### config.mk
export PLATFORM = sky130hd
export DESIGN_NAME = max_unpool_nn_flat
export DESIGN_NICKNAME = d
export VERILOG_FILES = /design/src/rtl/max_unpool_nn_pkg.sv /design/src/rtl/max_unpool_nn_if.sv /design/src/rtl/max_unpool_nn_addr_gen.sv /design/src/rtl/max_unpool_nn.sv /design/src/flat_wrapper.sv
export SDC_FILE = /design/constraint.sdc
export NUM_CORES = 1
export LEC_CHECK = 0
export CORE_MARGIN = 8
export CORE_UTILIZATION = 39
export CTS_CLUSTER_DIAMETER = 50
export DETAILED_ROUTE_END_ITERATION = 12
export GPL_ROUTABILITY_DRIVEN = 1
export PLACE_DENSITY_LB_ADDON = 0.2
export SLEW_MARGIN = 20
export SYNTH_ARGS = -nofsm -noshare
export SYNTH_HDL_FRONTEND = slang
export SYNTH_SLANG_ARGS = --single-unit
export TNS_END_PERCENT = 30
### constraint.sdc
create_clock -name clk -period 6 [get_ports clk]
set_input_delay 1.8 -clock clk [delete_from_list [all_inputs] [get_ports clk]]
set_output_delay 1.8 -clock clk [all_outputs]
set_load 0.1 [all_outputs]
### src/rtl/max_unpool_nn_pkg.sv
// Shared types, default geometry and window addressing for the pooling/unpooling engines.
package pool_pkg;

    typedef enum logic [2:0] {
        IDLE  = 3'd0,
        FETCH = 3'd1,
        LATCH = 3'd2,
        WRITE = 3'd3,
        DONE  = 3'd4
    } unpool_state_t;

    localparam int DEF_KERNEL_DIM = 2;
    localparam int DEF_ROW_SIZE   = 4;

    // Linear address of element (kr, kc) inside the window of pooled cell (pr, pc).
    function automatic int unsigned window_addr(
        input int unsigned pr,
        input int unsigned pc,
        input int unsigned kr,
        input int unsigned kc,
        input int unsigned kernel_dim,
        input int unsigned row_size
    );
        return (pr * kernel_dim + kr) * row_size + pc * kernel_dim + kc;
    endfunction

endpackage

### src/rtl/max_unpool_nn_if.sv
// Control and BRAM-side signals of the unpooling engine.
interface max_unpool_nn_if #(
    parameter int ADDR_WIDTH = 4,
    parameter int DATA_WIDTH = 8
);
    logic                  start;
    logic                  busy;
    logic                  done;
    logic [ADDR_WIDTH-1:0] rd_addr;
    logic [DATA_WIDTH-1:0] rd_data;
    logic [ADDR_WIDTH-1:0] wr_addr;
    logic [DATA_WIDTH-1:0] wr_data;
    logic                  wr_en;

    modport master (
        output start,
        output rd_data,
        input  busy,
        input  done,
        input  rd_addr,
        input  wr_addr,
        input  wr_data,
        input  wr_en
    );

    modport slave (
        input  start,
        input  rd_data,
        output busy,
        output done,
        output rd_addr,
        output wr_addr,
        output wr_data,
        output wr_en
    );
endinterface

### src/rtl/max_unpool_nn_addr_gen.sv
// Source/kernel counters of the unpooling engine and the read/write addresses derived from them.
module unpool_addr_gen
    import pool_pkg::*;
#(
    parameter int ADDR_WIDTH = 4,
    parameter int KERNEL_DIM = DEF_KERNEL_DIM,
    parameter int ROW_SIZE   = DEF_ROW_SIZE
) (
    input  logic                  clk,
    input  logic                  rst,
    input  logic                  clear,
    input  logic                  advance,
    output logic [ADDR_WIDTH-1:0] cur_addr,
    output logic [ADDR_WIDTH-1:0] next_addr,
    output logic [ADDR_WIDTH-1:0] wr_addr,
    output logic                  last_in_window,
    output logic                  last_src
);

    localparam int unsigned P     = ROW_SIZE / KERNEL_DIM;
    localparam int unsigned K     = KERNEL_DIM;
    localparam int unsigned N_SRC = P * P;
    localparam int unsigned KK    = K * K;
    localparam int          SW    = $clog2(N_SRC + 1);
    localparam int          KW    = $clog2(KK + 1);

    localparam logic [SW-1:0] SRC_LAST  = SW'(N_SRC - 1);
    localparam logic [KW-1:0] KERN_LAST = KW'(KK - 1);

    logic [SW-1:0] src_idx_r;
    logic [KW-1:0] kern_cnt_r;
    logic [SW-1:0] src_next_s;
    int unsigned   pr_s;
    int unsigned   pc_s;
    int unsigned   kr_s;
    int unsigned   kc_s;

    // Counter update: kern_cnt walks the window, src_idx steps (and wraps) at the window end.
    always_ff @(posedge clk) begin
        if (rst) begin
            src_idx_r  <= '0;
            kern_cnt_r <= '0;
        end else if (clear) begin
            src_idx_r  <= '0;
            kern_cnt_r <= '0;
        end else if (advance) begin
            if (kern_cnt_r == KERN_LAST) begin
                kern_cnt_r <= '0;
                if (src_idx_r == SRC_LAST) begin
                    src_idx_r <= '0;
                end else begin
                    src_idx_r <= src_idx_r + SW'(1);
                end
            end else begin
                kern_cnt_r <= kern_cnt_r + KW'(1);
                src_idx_r  <= src_idx_r;
            end
        end else begin
            src_idx_r  <= src_idx_r;
            kern_cnt_r <= kern_cnt_r;
        end
    end

    // Address decode; the prefetch address saturates on the last source word.
    always_comb begin
        last_in_window = (kern_cnt_r == KERN_LAST);
        last_src       = (src_idx_r == SRC_LAST);
        if (last_src) begin
            src_next_s = src_idx_r;
        end else begin
            src_next_s = src_idx_r + SW'(1);
        end
        pr_s      = 32'(src_idx_r) / P;
        pc_s      = 32'(src_idx_r) % P;
        kr_s      = 32'(kern_cnt_r) / K;
        kc_s      = 32'(kern_cnt_r) % K;
        cur_addr  = ADDR_WIDTH'(src_idx_r);
        next_addr = ADDR_WIDTH'(src_next_s);
        wr_addr   = ADDR_WIDTH'(window_addr(pr_s, pc_s, kr_s, kc_s, K, 32'(ROW_SIZE)));
    end

endmodule

### src/rtl/max_unpool_nn.sv
// Nearest-neighbour unpooling engine: replicates each pooled word over its KERNEL_DIM x KERNEL_DIM window.
module max_unpool_nn
    import pool_pkg::*;
#(
    parameter int ADDR_WIDTH = 4,
    parameter int DATA_WIDTH = 8,
    parameter int KERNEL_DIM = DEF_KERNEL_DIM,
    parameter int ROW_SIZE   = DEF_ROW_SIZE
) (
    input logic            clk,
    input logic            rst,
    max_unpool_nn_if.slave bus
);

    unpool_state_t         state_r;
    unpool_state_t         state_nxt_s;
    logic [DATA_WIDTH-1:0] hold_r;
    logic                  clear_s;
    logic                  advance_s;
    logic [ADDR_WIDTH-1:0] cur_addr_s;
    logic [ADDR_WIDTH-1:0] next_addr_s;
    logic [ADDR_WIDTH-1:0] wr_addr_s;
    logic                  last_in_window_s;
    logic                  last_src_s;

    assign clear_s   = (state_r == IDLE) && bus.start;
    assign advance_s = (state_r == WRITE);

    unpool_addr_gen #(
        .ADDR_WIDTH (ADDR_WIDTH),
        .KERNEL_DIM (KERNEL_DIM),
        .ROW_SIZE   (ROW_SIZE)
    ) u_addr_gen (
        .clk            (clk),
        .rst            (rst),
        .clear          (clear_s),
        .advance        (advance_s),
        .cur_addr       (cur_addr_s),
        .next_addr      (next_addr_s),
        .wr_addr        (wr_addr_s),
        .last_in_window (last_in_window_s),
        .last_src       (last_src_s)
    );

    // State register.
    always_ff @(posedge clk) begin
        if (rst) begin
            state_r <= IDLE;
        end else begin
            state_r <= state_nxt_s;
        end
    end

    // hold_val: first word loads in LATCH, later words at each window end from the prefetch.
    always_ff @(posedge clk) begin
        if (rst) begin
            hold_r <= '0;
        end else if ((state_r == LATCH) || ((state_r == WRITE) && last_in_window_s)) begin
            hold_r <= bus.rd_data;
        end else begin
            hold_r <= hold_r;
        end
    end

    // Next-state logic; start is only looked at in IDLE.
    always_comb begin
        state_nxt_s = state_r;
        case (state_r)
            IDLE: begin
                if (bus.start) begin
                    state_nxt_s = FETCH;
                end else begin
                    state_nxt_s = IDLE;
                end
            end
            FETCH:   state_nxt_s = LATCH;
            LATCH:   state_nxt_s = WRITE;
            WRITE: begin
                if (last_in_window_s && last_src_s) begin
                    state_nxt_s = DONE;
                end else begin
                    state_nxt_s = WRITE;
                end
            end
            DONE:    state_nxt_s = IDLE;
            default: state_nxt_s = IDLE;
        endcase
    end

    // Output decode; a reset cycle forces everything low so no write can slip through.
    always_comb begin
        bus.busy    = 1'b0;
        bus.done    = 1'b0;
        bus.rd_addr = '0;
        bus.wr_en   = 1'b0;
        bus.wr_addr = '0;
        bus.wr_data = '0;
        if (!rst) begin
            case (state_r)
                FETCH: begin
                    bus.busy    = 1'b1;
                    bus.rd_addr = cur_addr_s;
                end
                LATCH: begin
                    bus.busy    = 1'b1;
                    bus.rd_addr = next_addr_s;
                end
                WRITE: begin
                    bus.busy    = 1'b1;
                    bus.rd_addr = next_addr_s;
                    bus.wr_en   = 1'b1;
                    bus.wr_addr = wr_addr_s;
                    bus.wr_data = hold_r;
                end
                DONE: begin
                    bus.done = 1'b1;
                end
                default: begin
                    bus.busy = 1'b0;
                end
            endcase
        end else begin
            bus.busy    = 1'b0;
            bus.done    = 1'b0;
            bus.rd_addr = '0;
            bus.wr_en   = 1'b0;
        end
    end

endmodule

### src/flat_wrapper.sv
// flat-port wrapper written by rule: the top's interface ports become plain ports
module max_unpool_nn_flat import pool_pkg::*;
#(
    parameter int ADDR_WIDTH = 4,
    parameter int DATA_WIDTH = 8,
    parameter int KERNEL_DIM = DEF_KERNEL_DIM,
    parameter int ROW_SIZE   = DEF_ROW_SIZE
)
  (clk, rst, bus_start, bus_rd_data, bus_busy, bus_done, bus_rd_addr, bus_wr_addr, bus_wr_data, bus_wr_en);
  max_unpool_nn_if #(.ADDR_WIDTH(ADDR_WIDTH), .DATA_WIDTH(DATA_WIDTH)) bus_i ();
  input logic clk;
  input logic rst;
  input wire logic [$bits(bus_i.start)-1:0] bus_start;
  input wire logic [$bits(bus_i.rd_data)-1:0] bus_rd_data;
  output wire logic [$bits(bus_i.busy)-1:0] bus_busy;
  output wire logic [$bits(bus_i.done)-1:0] bus_done;
  output wire logic [$bits(bus_i.rd_addr)-1:0] bus_rd_addr;
  output wire logic [$bits(bus_i.wr_addr)-1:0] bus_wr_addr;
  output wire logic [$bits(bus_i.wr_data)-1:0] bus_wr_data;
  output wire logic [$bits(bus_i.wr_en)-1:0] bus_wr_en;
  assign bus_i.start = bus_start;
  assign bus_i.rd_data = bus_rd_data;
  assign bus_busy = bus_i.busy;
  assign bus_done = bus_i.done;
  assign bus_rd_addr = bus_i.rd_addr;
  assign bus_wr_addr = bus_i.wr_addr;
  assign bus_wr_data = bus_i.wr_data;
  assign bus_wr_en = bus_i.wr_en;
  max_unpool_nn #(.ADDR_WIDTH(ADDR_WIDTH), .DATA_WIDTH(DATA_WIDTH), .KERNEL_DIM(KERNEL_DIM), .ROW_SIZE(ROW_SIZE)) u_core (.clk(clk), .rst(rst), .bus(bus_i));
endmodule
==> results.md, run 1 <==
* Worst reg2reg endpoint: u_core.hold_r[1]
* Max Slew Vio Count at 0
* Vias per inst at 4.83
* Pin count of the biggest net entering global routing at 22
* Unrepaired setup endpoints after global routing: no
* Core Util, Final at 58.2%
* Period utilization at 86.8%
* Tmin final at 5.21 ns
* P&R area growth vs syn at 41.9%
* Critical Path RT at 4.20 ns
* R2r startpoint: u_core.u_addr_gen.kern_cnt_r[0]
* Clock slew at reported path FFs at 0.09 ns
* Share of layout cells above drive strength 1 at 21.2%
* Critical Path AT at 3.41 ns
* GR met3 Demand/Resource at 3.52%
* CP Capture Type: output port
* Compound-Gate Fraction of Synth Area at 10.3%
* Setup violators final at 0
* Root Buffer: clkbuf_4
* Die area at 4460 sq um
* Vias in the first global route at 797
* Drt pass-1 iters at 4
* Worst Hold Path Cells at 2
* Maximum vdd drop at 0.130 mV
* Post-synth ARST share at 0%
* Main synth FF type: dfxtp_1
* FMAX at 0.192 GHz
* Post-route ant nets at 0
* Die height at 66.8 um
* Post-Synth Simple-Gate Area at 32.5%
* Nets at 152
* Post-DP HPWL at 1.74 mm
* Number of clock sinks at 17
* Min-delay src: u_core.hold_r[6]
* Initial Util at 41.0%
* Number of CTS-inserted buffers at 3
* GRT Total Usage at 10.5%
* R2R Setup Slk at 4.56 ns
* Final Hold Fails at 0
* Average size of a mapped cell at 8.99 sq um
* Pwr dens at 157 nW/um^2
* Grt peak-use layer: met2
* Static Leakage at 0.524 nW
* CP Class: input pin to output port
* Post-Layout Inst Area at 1430 sq um
* Final hold slack at 0.476 ns
* Number of synthesized flops with an enable pin at 0
* Max-capacitance violation count at 0
* WHS Endpoint: u_core.hold_r[6]
* Gate count after technology mapping at 112
* CTS max path bufs at 2
* Grt total ovfl at 0
* Syn Std Cell Area at 1010 sq um
* I/O pin cnt at 30
* Row Count at 18
* Syn. warnings at 0
* Syn nets at 126
* Mux cell area share after synthesis at 9.07%
* Hold Buf Count CTS at 0
* XOR/XNOR share of the synthesized area at 1.74%
* I/O Buffers at 28
* Diode count at 0
* Synthesized flop and latch total at 17
* Layout Skew at 0.00120 ns
* Worst Path Max Fanout at 21
* Post-DR wirelength/cell at 13.5 um
* CP startpoint kind: input pin
* Clk_lat worst skew at 0.28 ns
* # Post-CTS Setup Buffers at 0
* Post-CTS Resized at 0
* Dpl ws at 0.753 ns
* Hold Path Class: flop to flop
* Die width at 66.8 um
* Outcome: finished clean
* Routability Congestion at 0.878
* Placed cell areas at 1400 sq um
* Fill cells at 220
* Met2 Usage GRT at 16.5%
* Remaining DRCs at 0
* CTS tree: built
* First-pass GRT wire length at 3.67 mm
* Via count at 807
* H-tree levels at 1
* Worst setup margin at 0.789 ns
* Combinational family with the most area after synthesis: simple AND/OR/NAND/NOR gates
* Core Box Area at 2450 sq um
* Post-synthesis sequential area ratio at 33.8%
* Met1 Use GR at 12.3%
* Final WL at 2.25 mm
* Adder-cell share of the synthesized area at 3.73%
* Initial antenna violation count at 0
* Netlist cell types at 33
* Reg2reg path depth at 4
* 1st-iter DRT viols at 13
==> how the worst max path moves through the flow <==
stage	from	to	cells after the start
after floorplan	rst	bus_rd_addr[2]	3
after global placement	rst	bus_wr_addr[2]	7
after detailed placement	rst	bus_wr_addr[2]	7
after CTS	rst	bus_wr_addr[2]	7
after global routing	rst	bus_wr_data[2]	7
final	rst	bus_wr_addr[2]	7
==> placed cells by master, fill, tap and decap left out <==
master and count:
nand2b_1 18, dfxtp_1 17, buf_12 14, and2_1 10, clkdlybuf4s50_1 10, mux2i_1 8
inv_1 5, nor2_1 5, buf_4 5, o21ai_0 4, a21oi_1 4, nand2_1 3
nand3_1 3, ha_1 3, clkbuf_4 3, nor3_1 2, nand4_1 2, nand3b_1 2
xnor2_1 2, a211oi_2 2, mux2_2 1, a311oi_1 1, a211oi_1 1, nor4b_2 1
nand2b_4 1, a21oi_4 1, nor2b_1 1, and3b_1 1, nor4b_1 1, or2_1 1
nor3_2 1, a31oi_1 1, and2b_1 1, conb_1 1, clkbuf_1 1
==> state kept, by name, indices dropped and copies added (netlist names) <==
signal / count
u_core.hold_r: 8
u_core.state_r: 3
u_core.u_addr_gen.kern_cnt_r: 3
u_core.u_addr_gen.src_idx_r: 3
==> layer usage <==
metal	part of all wire, %	vias to the layer above
met4	2.1	0
met2	43	25
li1	-	423
met3	8.5	6
met1	46	353
met5	0	-
==> where the power goes <==
group	internal, mW	switching, mW
registers	0.117	0.00569
logic	0.0176	0.0241
clock network	0.0258	0.0343
total	0.161	0.0640
==> Yosys cell counts, types with 3 or more instances <==
library cell	count	share of area, %
nand2b_1	18	11
dfxtp_1	17	34
and2_1	10	6.2
mux2i_1	8	8.0
inv_1	5	1.9
nor2_1	5	1.9
a21oi_1	4	2.0
buf_6	4	4.5
o21ai_0	4	2.0
ha_1	3	3.7
nand2_1	3	1.1
nand3_1	3	1.5
==> cell type report <==
class / instances / area [sq um] / area share, %
Clock buffer: 4 / 26.3 / 1.84
Sequential cell: 17 / 340 / 23.8
Inverter: 5 / 18.8 / 1.31
Timing Repair Buffer: 29 / 418 / 29.2
Tap cell: 30 / 37.5 / 2.63
Multi-Input combinational cell: 82 / 588 / 41.2
==> kinds of logic (layout without fill, tap and decap cells) <==
group | after synthesis | after routing
adder cells (fa/ha/maj) | 3 | 3
AND/OR/NAND/NOR | 53 | 53
buffers and inverters | 13 | 38
other | 1 | 1
flip-flops | 17 | 17
multiplexers | 9 | 9
AO/OA/AOI/OAI | 14 | 14
XOR/XNOR | 2 | 2
==> metrics by stage <==
stage	power, mW	instances	TNS, ns
2_1_floorplan	0.157	112	-0.226
3_3_place_gp	0.166	163	0
3_5_place_dp	0.168	163	0
4_1_cts	0.227	167	0
5_1_grt	0.235	167	0
6_report	0.225	167	0
==> worst max-delay path, cell delays in order <==
cell and delay (ns):
clkdlybuf4s50_1 0.39, buf_4 0.19, nor2_1 0.15, nand3_1 0.16, inv_1 0.31, and2_1 0.23
buf_12 0.18
Power figures use the tool's default switching activity.
==> inputs of run 2 (changes only) <==
--- a/config.mk
+++ b/config.mk
@@ -7,7 +7,7 @@
 export LEC_CHECK = 0
 export CORE_MARGIN = 8
 export CORE_UTILIZATION = 39
-export CTS_CLUSTER_DIAMETER = 50
+export CTS_CLUSTER_DIAMETER = 60
 export DETAILED_ROUTE_END_ITERATION = 12
 export GPL_ROUTABILITY_DRIVEN = 1
 export PLACE_DENSITY_LB_ADDON = 0.2
==> results of run 2 <==
No change in the layout: final DEF, timing and power equal those of run 1.
